File: config.mk
export PLATFORM = sky130hd
export DESIGN_NAME = vic_vector_ctrl
export DESIGN_NICKNAME = d
export VERILOG_FILES = /design/src/rtl/vic_pkg.sv /design/src/rtl/vic_prio_enc.sv /design/src/rtl/vic_vector_ctrl.sv
export SDC_FILE = /design/constraint.sdc
export NUM_CORES = 2
export LEC_CHECK = 0
export CORE_MARGIN = 1.5
export CORE_UTILIZATION = 35
export CTS_BUF_LIST = sky130_fd_sc_hd__clkbuf_16
export CTS_CLUSTER_DIAMETER = 30
export DETAILED_ROUTE_END_ITERATION = 12
export HOLD_SLACK_MARGIN = 0.05
export PLACE_DENSITY_LB_ADDON = 0.1
export SYNTH_ARGS = -nofsm -noshare
export SYNTH_HDL_FRONTEND = slang
export SYNTH_SLANG_ARGS = --single-unit
File: constraint.sdc
create_clock -name i_clk -period 3 [get_ports i_clk]
set_input_delay 0.6 -clock i_clk [delete_from_list [all_inputs] [get_ports i_clk]]
set_output_delay 0.6 -clock i_clk [all_outputs]
set_load 0.03 [all_outputs]
File: src/rtl/vic_pkg.sv
// Shared sizing and FSM encoding for the vectored interrupt controller.
package vic_pkg;
    localparam int NUM_IRQ = 31;
    localparam int IDX_W   = 5;
    localparam int VEC_W   = 32;

    // Write index that selects the default (spurious) vector register.
    localparam logic [IDX_W-1:0] DEF_IDX = 5'd31;

    typedef enum logic {
        ST_IDLE = 1'b0,
        ST_REQ  = 1'b1
    } vic_state_e;
endpackage

File: src/rtl/vic_prio_enc.sv
// Lowest-set-bit priority encoder; lower index wins.
module vic_prio_enc #(
    parameter int WIDTH = 31,
    parameter int OUT_W = 5
) (
    input  logic [WIDTH-1:0] req,
    output logic [OUT_W-1:0] idx,
    output logic             vld
);
    // Scan downward so the last hit, the lowest set bit, is the one kept.
    always_comb begin
        idx = '0;
        vld = 1'b0;
        for (int i = WIDTH - 1; i >= 0; i--) begin
            if (req[i]) begin
                idx = OUT_W'(i);
                vld = 1'b1;
            end
        end
    end
endmodule

File: src/rtl/vic_vector_ctrl.sv
// Vector controller: pending/in-service tracking, CPU request FSM and vector table.
module vic_vector_ctrl #(
    parameter int NUM_IRQ = vic_pkg::NUM_IRQ,
    parameter int VEC_W   = vic_pkg::VEC_W
) (
    input  logic                      i_clk,
    input  logic                      i_rst,
    input  logic                      i_en,
    input  logic                      i_irq_stb,
    input  logic [vic_pkg::IDX_W-1:0] i_irq_addr,
    input  logic                      i_wr_en,
    input  logic [vic_pkg::IDX_W-1:0] i_wr_idx,
    input  logic [VEC_W-1:0]          i_wr_data,
    input  logic                      i_cpu_ack,
    input  logic                      i_cpu_eoi,
    output logic                      o_cpu_irq,
    output logic [VEC_W-1:0]          o_vector,
    output logic                      o_vector_vld,
    output logic                      o_busy,
    output logic                      o_spurious
);
    import vic_pkg::*;

    vic_state_e         state, state_nxt;
    logic [NUM_IRQ-1:0] pending, pending_nxt;
    logic [NUM_IRQ-1:0] in_service, in_service_nxt;
    logic [VEC_W-1:0]   vec_tbl [NUM_IRQ];
    logic [VEC_W-1:0]   def_vec;
    logic [IDX_W-1:0]   p_idx, c_idx;
    logic               p_vld, c_vld, eligible;
    logic               cpu_irq, ack_req, ack_idle, eoi_spur;

    vic_prio_enc #(.WIDTH(NUM_IRQ), .OUT_W(IDX_W)) u_pend_enc (
        .req(pending), .idx(p_idx), .vld(p_vld)
    );

    vic_prio_enc #(.WIDTH(NUM_IRQ), .OUT_W(IDX_W)) u_serv_enc (
        .req(in_service), .idx(c_idx), .vld(c_vld)
    );

    // Only strict preemption: an equal-priority re-request waits for its EOI.
    assign eligible = p_vld && i_en && (!c_vld || (p_idx < c_idx));

    always_ff @(posedge i_clk or negedge i_rst) begin
        if (!i_rst) state <= ST_IDLE;
        else        state <= state_nxt;
    end

    always_comb begin
        state_nxt = state;
        case (state)
            ST_IDLE: if (eligible) state_nxt = ST_REQ;
            ST_REQ:  if (i_cpu_ack || !eligible) state_nxt = ST_IDLE;
            default: state_nxt = ST_IDLE;
        endcase
    end

    always_comb begin
        cpu_irq  = (state == ST_REQ);
        ack_req  = cpu_irq && i_cpu_ack;
        ack_idle = !cpu_irq && i_cpu_ack;
        eoi_spur = i_cpu_eoi && !c_vld;
    end

    assign o_cpu_irq = cpu_irq;

    // Ordering matters: EOI clears before ack sets, and a strobe sets after ack clears.
    always_comb begin
        pending_nxt    = pending;
        in_service_nxt = in_service;
        if (ack_req) pending_nxt[p_idx] = 1'b0;
        if (i_irq_stb && (int'(i_irq_addr) < NUM_IRQ)) pending_nxt[i_irq_addr] = 1'b1;
        if (i_cpu_eoi && c_vld) in_service_nxt[c_idx] = 1'b0;
        if (ack_req) in_service_nxt[p_idx] = 1'b1;
    end

    always_ff @(posedge i_clk or negedge i_rst) begin
        if (!i_rst) begin
            pending    <= '0;
            in_service <= '0;
        end else begin
            pending    <= pending_nxt;
            in_service <= in_service_nxt;
        end
    end

    always_ff @(posedge i_clk or negedge i_rst) begin
        if (!i_rst) begin
            for (int i = 0; i < NUM_IRQ; i++) vec_tbl[i] <= '0;
            def_vec <= '0;
        end else if (i_wr_en) begin
            if (i_wr_idx == DEF_IDX)             def_vec <= i_wr_data;
            else if (int'(i_wr_idx) < NUM_IRQ) vec_tbl[i_wr_idx] <= i_wr_data;
        end
    end

    // Table reads see the pre-write value when a write hits the acked entry.
    always_ff @(posedge i_clk or negedge i_rst) begin
        if (!i_rst) begin
            o_vector     <= '0;
            o_vector_vld <= 1'b0;
            o_spurious   <= 1'b0;
            o_busy       <= 1'b0;
        end else begin
            if (ack_req)       o_vector <= vec_tbl[p_idx];
            else if (ack_idle) o_vector <= def_vec;
            o_vector_vld <= ack_req || ack_idle;
            o_spurious   <= ack_idle || eoi_spur;
            o_busy       <= |in_service_nxt;
        end
    end
endmodule

Yosys cells after proc, flatten, opt, wreduce, memory -nomap -nowiden
Index checks and enable logic that the tools add are counted.
- bits in registers: 1122
- $lt $le $gt $ge: 12
- equal/unequal tests: 1
- mux-type cells: 145
- bitwise operators: 10
- reduce and logical (&&, ||, !) cells: 22
- operators with widths (operator ; number):
    bitwise mux 992 bit ; 1
    two-way mux 5 bit ; 62
    binary-select mux 32 bit (select 5 bit) ; 1
    demux 32 bit (select 5 bit) ; 1
    two-way mux 32 bit ; 5
    two-way mux 31 bit ; 4
    two-way mux 1 bit ; 67
    AND 31 bit ; 2
    inverter 31 bit ; 2
    bitwise OR 31 bit ; 2
    OR reduction 31 bit ; 1
    < comparator 5 x 6 -> 1 bit, second input constant ; 3
    demux 1 bit (select 5 bit) ; 3
    >= comparator 5 x 1 -> 1 bit, second input constant ; 3
    >= comparator 6 bit, second input constant ; 2
    inverter 5 -> 6 bit ; 2
    logical AND 1 bit ; 11
    < comparator 5 bit, second input constant ; 2
    < comparator 6 x 1 -> 1 bit, second input constant ; 1
    equality test 5 bit, second input constant ; 1
    < comparator 5 bit ; 1
    logical OR 1 bit ; 4
    logical NOT 1 bit ; 3
    AND reduction 3 bit ; 1
    other kinds (4) ; 5

Logic depth before layout (Yosys ltp)
- depth in word-level cells: 41
- gate-level depth with buffers: 14
- mapped depth without buffers: 11

Hierarchy
A second synthesis with hierarchy kept.
- cells, all modules: 3522
- area total of the unflattened synthesis: 51005.2 um2
- by module, submodules not included (module ; instances ; cells an instance ; area each (um2) ; sequential area each (um2)):
    vic_vector_ctrl ; 1 ; 3392 ; 50297.0 ; 28076.9
    vic_prio_enc ; 2 ; 65 ; 354.1 ; 0.0

Worst setup path before layout
OpenSTA, ideal clock, no wires.
- path kind: register -> register
- from: register pending[15]
- to: register state (netlist: o_cpu_irq)
- library setup time: 0.104 ns
- arrival: 2.998 ns
- required time: 2.896 ns
- slack: -0.102 ns
- cell stages (with the launch flop): 14
- period minus slack after synthesis: 3.102 ns
- cell sequence: dfrtp_1 > or4_1 > o21ai_1 > a31oi_1 > o21ai_4 > inv_2 > buf_4 > buf_2 > buf_2 > ha_1 > a21o_1 > a21o_1 > a211o_1 > a221oi_1
- word-level cells in the longest chain between the ends: 23
- RTL lines (what ; RTL line ; text):
    start, declared ; vic_vector_ctrl.sv:25 ; logic [NUM_IRQ-1:0] pending, pending_nxt;
    start signal, assigned ; vic_vector_ctrl.sv:82 ; pending <= pending_nxt;
    two-way mux 5 bit (16 in a row) ; vic_prio_enc.sv:15 ; if (req[i]) begin
    < comparator 5 bit ; vic_vector_ctrl.sv:42 ; assign eligible = p_vld && i_en && (!c_vld || (p_idx < c_idx));
    logical OR 1 bit ; vic_vector_ctrl.sv:42 ;
    logical AND 1 bit (*) ; vic_vector_ctrl.sv:42 ;
    logical NOT 1 bit ; vic_vector_ctrl.sv:53 ; ST_REQ: if (i_cpu_ack || !eligible) state_nxt = ST_IDLE;
    logical OR 1 bit ; vic_vector_ctrl.sv:53 ;
    two-way mux 1 bit ; vic_vector_ctrl.sv:53 ;
    one-hot mux 1 bit (2 select lines) (*) ; vic_vector_ctrl.sv:51 ; case (state)
    net state_nxt ; vic_vector_ctrl.sv:24 ; vic_state_e state, state_nxt;
    end signal, assigned ; vic_vector_ctrl.sv:46 ; else state <= state_nxt;
    end, declared ; vic_vector_ctrl.sv:24 ;
The timed path passes the listed nets; every way through them passes the cells marked *.
A chain may end at the register's enable or synchronous reset.

Worst setup path in the final report
- from: register pending[15]
- to: register o_vector[4]
- word-level cells in the longest chain between the ends: 21
- RTL lines (what ; RTL line ; text):
    two-way mux 5 bit (16 in a row) ; vic_prio_enc.sv:15 ;
    inverter 5 -> 6 bit (not written as such) ; vic_vector_ctrl.sv:105 ; if (ack_req) o_vector <= vec_tbl[p_idx];
    binary-select mux 32 bit (select 5 bit) ; vic_vector_ctrl.sv:105 ;
    two-way mux 32 bit (not written as such) (2 in a row) ; vic_vector_ctrl.sv:105 ;
    two-way mux 32 bit ; vic_vector_ctrl.sv:105 ;
    end signal, assigned ; vic_vector_ctrl.sv:105 ;
    end signal, assigned ; vic_vector_ctrl.sv:106 ; else if (ack_idle) o_vector <= def_vec;
    end, declared ; vic_vector_ctrl.sv:17 ; output logic [VEC_W-1:0] o_vector,
Every way passes these cells. The select of a mux whose other input is x is not followed.

==> results.cfg <==
[clocking]
path_clk_slew_ps = 50
htree_levels = 5
root_buffer = clkbuf_16
cts_made_buffers = 311
cts_tree = built
ctsLongestPathBuffers = 4
insertion_delay_ps = 890
cts_sinks = 1122

[yosys]
yosysWarningCount = 0
synthAdderAreaFrac = 0.000971
synth_fp_nets = 4448
synth_xor_area_frac = 0
ys_seq_elements = 1122
synth_edf_count = 0
synthCells = 4395
synthArstFlopShare = 1.00
yosysUniqueCellTypes = 84
synth_top_family_by_area = multiplexers
synth_compound_gate_area_share = 0.0797
synth_seq_area_share = 0.545
synth_ff_type = dfrtp_1
syn_area_um2 = 51600
synthMuxAreaShare = 0.240
syn-mean-instance-area_um2 = 11.7
synthSimpleGateAreaFrac = 0.101

[timing]
hold_viol_final = 0
rsz0062_at_grt = yes
finalCritPeriodShare = 1.03
tightest_slew_ps = 801
tns_ps = -1240
setup_violations = 27
drv_slew = 0
max_freq_mhz = 323
fin_ws_ps = -101
fin_skew_ps = 61.7
max_slew_margin = 0.462
min_period_ps = 3100

[status]
status = complete, but fails checks
violations = negative setup slack

[drt]
drtIter0Drc = 3225
detail-route-antenna-nets = 0
drc = 0
first_pass_iters = 6
viasPerCell = 5.58
wl_per_cell_um = 28.9
wirelength_mm = 208
dr_total_vias = 40154

[critical_path]
endpoint_kind = flip-flop
required_ps = 3800
r2r_start = pending[15]
rrSetupSlack_ps = -100
cpMostUsedCell = buf_12
cp_slowest_stage_delay_ps = 570
criticalPathCategory = reg -> reg
arrival_ps = 3900
path_max_fanout = 6
crit_path_top_delay_cell = or4_4
crit_path_start_kind = flip-flop
crit_chain = or4_4, nor3_2, o211ai_1, buf_4, buf_6, a21oi_4, a21boi_4, or2_4, buf_12, buf_12, a221oi_4, o311a_1, a21oi_1
r2r_end = o_vector[4]
worstRegToRegCells = 13

[die]
dieWidth_um = 387
dieArea_um2 = 150000
core_area_um2 = 146000
placementRows = 140
fp.dieH_um = 387
io_pins = 85
initial_core_util = 0.353

[power]
powerDensity_nw_per_um2 = 1280
power.leakage_nw = 32.2
ir_worst_vdd_mv = 0.965

[cells_and_area]
final_util = 0.493
n_antenna_cell = 0
layout_common_cells = dfrtp_1, mux2_2, nand2_1
area_growth_pct = 39.6
final_common_cell = dfrtp_1
fin_nets = 5109
nFillCells = 12967
multi_input_area_um2 = 23200
layout-drive-gt1-share = 0.451
seq_area_um2 = 28100
design_area_um2 = 72000

[worst_hold_path]
min_path_type = in -> async

[global_routing]
grt_pass1_vias = 41537
grt-ovfl-total = 0
grt_pass1_wl_mm = 302
grt_max_degree = 98
grt_use_total = 0.276
antenna_found_initial = 7

[flow_run]
cap_viol_max_count = 0

[placement]
port_buffers = 84
finalWeightedCongestion = 0.903
dp.final_hpwl_mm = 132
place_area_um2 = 59200
-- cells in the mapped netlist, types with 17 or more instances --
cell type	count	area, µm²
buf_4	22	165
clkbuf_1	195	732
a221oi_1	69	604
a221o_1	17	170
nand2_1	672	2520
buf_1	59	221
dfrtp_1	1122	28100
nand4_1	32	200
mux2i_1	58	581
mux2_2	1022	11500
inv_1	26	97.6
o21ai_0	182	911
and3_1	21	131
nor3_1	22	110
nor2_1	71	267
a21oi_1	73	365
o22ai_1	31	194
nand3_1	247	1240
buf_2	84	420
a31oi_1	88	551
nor4_1	25	156
-- critical path: cells and delay by family, from the launching register on --
kind,cells,cell delay (ps)
compound gates,6,1070
buf+inv,4,620
simple gates,3,890
flops,1,400
-- how the worst max path moves through the flow --
| stage | from | endpoint | cells past startpoint |
|---|---|---|---|
| 2_1_floorplan | pending[15] | o_cpu_irq | 13 |
| 3_3_place_gp | pending[25] | o_vector[30] | 11 |
| 3_5_place_dp | pending[29] | o_vector[30] | 11 |
| 4_1_cts | pending[15] | o_vector[10] | 14 |
| 5_1_grt | pending[15] | o_vector[4] | 13 |
| 6_report | pending[15] | o_vector[4] | 13 |
-- cells by family (layout without fill, tap and decap cells) --
family                     after synthesis  count (layout)
AOI/OAI and AO/OA                      613             613
adders and majority gates                4               4
muxes                                 1093            1093
DFF                                   1122            1122
buffers and inverters                  397            1286
and+or+nand+nor                       1166            1167
-- per-layer routing --
metal / global-route usage / wire length [µm]
met1: 0.379 / 93300
met2: 0.439 / 96900
met3: 0.0455 / 10900
met4: 0.0957 / 6980
met5: 0 / 13
-- sequential cells by signal, indices dropped and copies added, names as in the netlist --
name	cells
def_vec	32
o_busy	1
vec_tbl	992
o_vector	32
in_service	31
pending	31
o_spurious	1
o_cpu_irq	1
o_vector_vld	1
-- metrics by stage --
stage                     worst slack, ps  hold WS (ps)  power (mW)  std cells
after floorplan                      6.99           304        36.5       4395
after CTS                           -63.0           203        90.4       7176
after global routing                 -188           247        95.9       7202
after global placement               -713           481        54.0       6573
final                                -101           245        92.3       7202
after detailed placement             -630           488        54.1       6573
-- what timing repair did --
item	4_1_cts	5_1_grt
hold buffers	1	0
cloned	10	4
endpoints found under the hold margin	77	0
pin swaps	69	78
setup endpoints to repair	48	41
buffers inserted	51	25
resized for setup	214	155
-- final cells by class --
class                      instances  area share
multi-input combinational       2877       0.323
inverter                          28     0.00179
timing repair buffer             715       0.112
clock inverter                   227      0.0302
tap                             1917      0.0333
clock buffer                     315       0.110
sequential                      1122       0.390
timing repair inverter             1   0.0000869
-- power by group --
part           leakage (nW)  internal, mW  switching [mW]
Sequential             14.3          18.4            2.10
Clock                  5.12          22.4            9.52
Combinational          12.8          17.5            22.4
Total                  32.2          58.3            34.0
No activity file was read; power rests on OpenSTA's default activity.
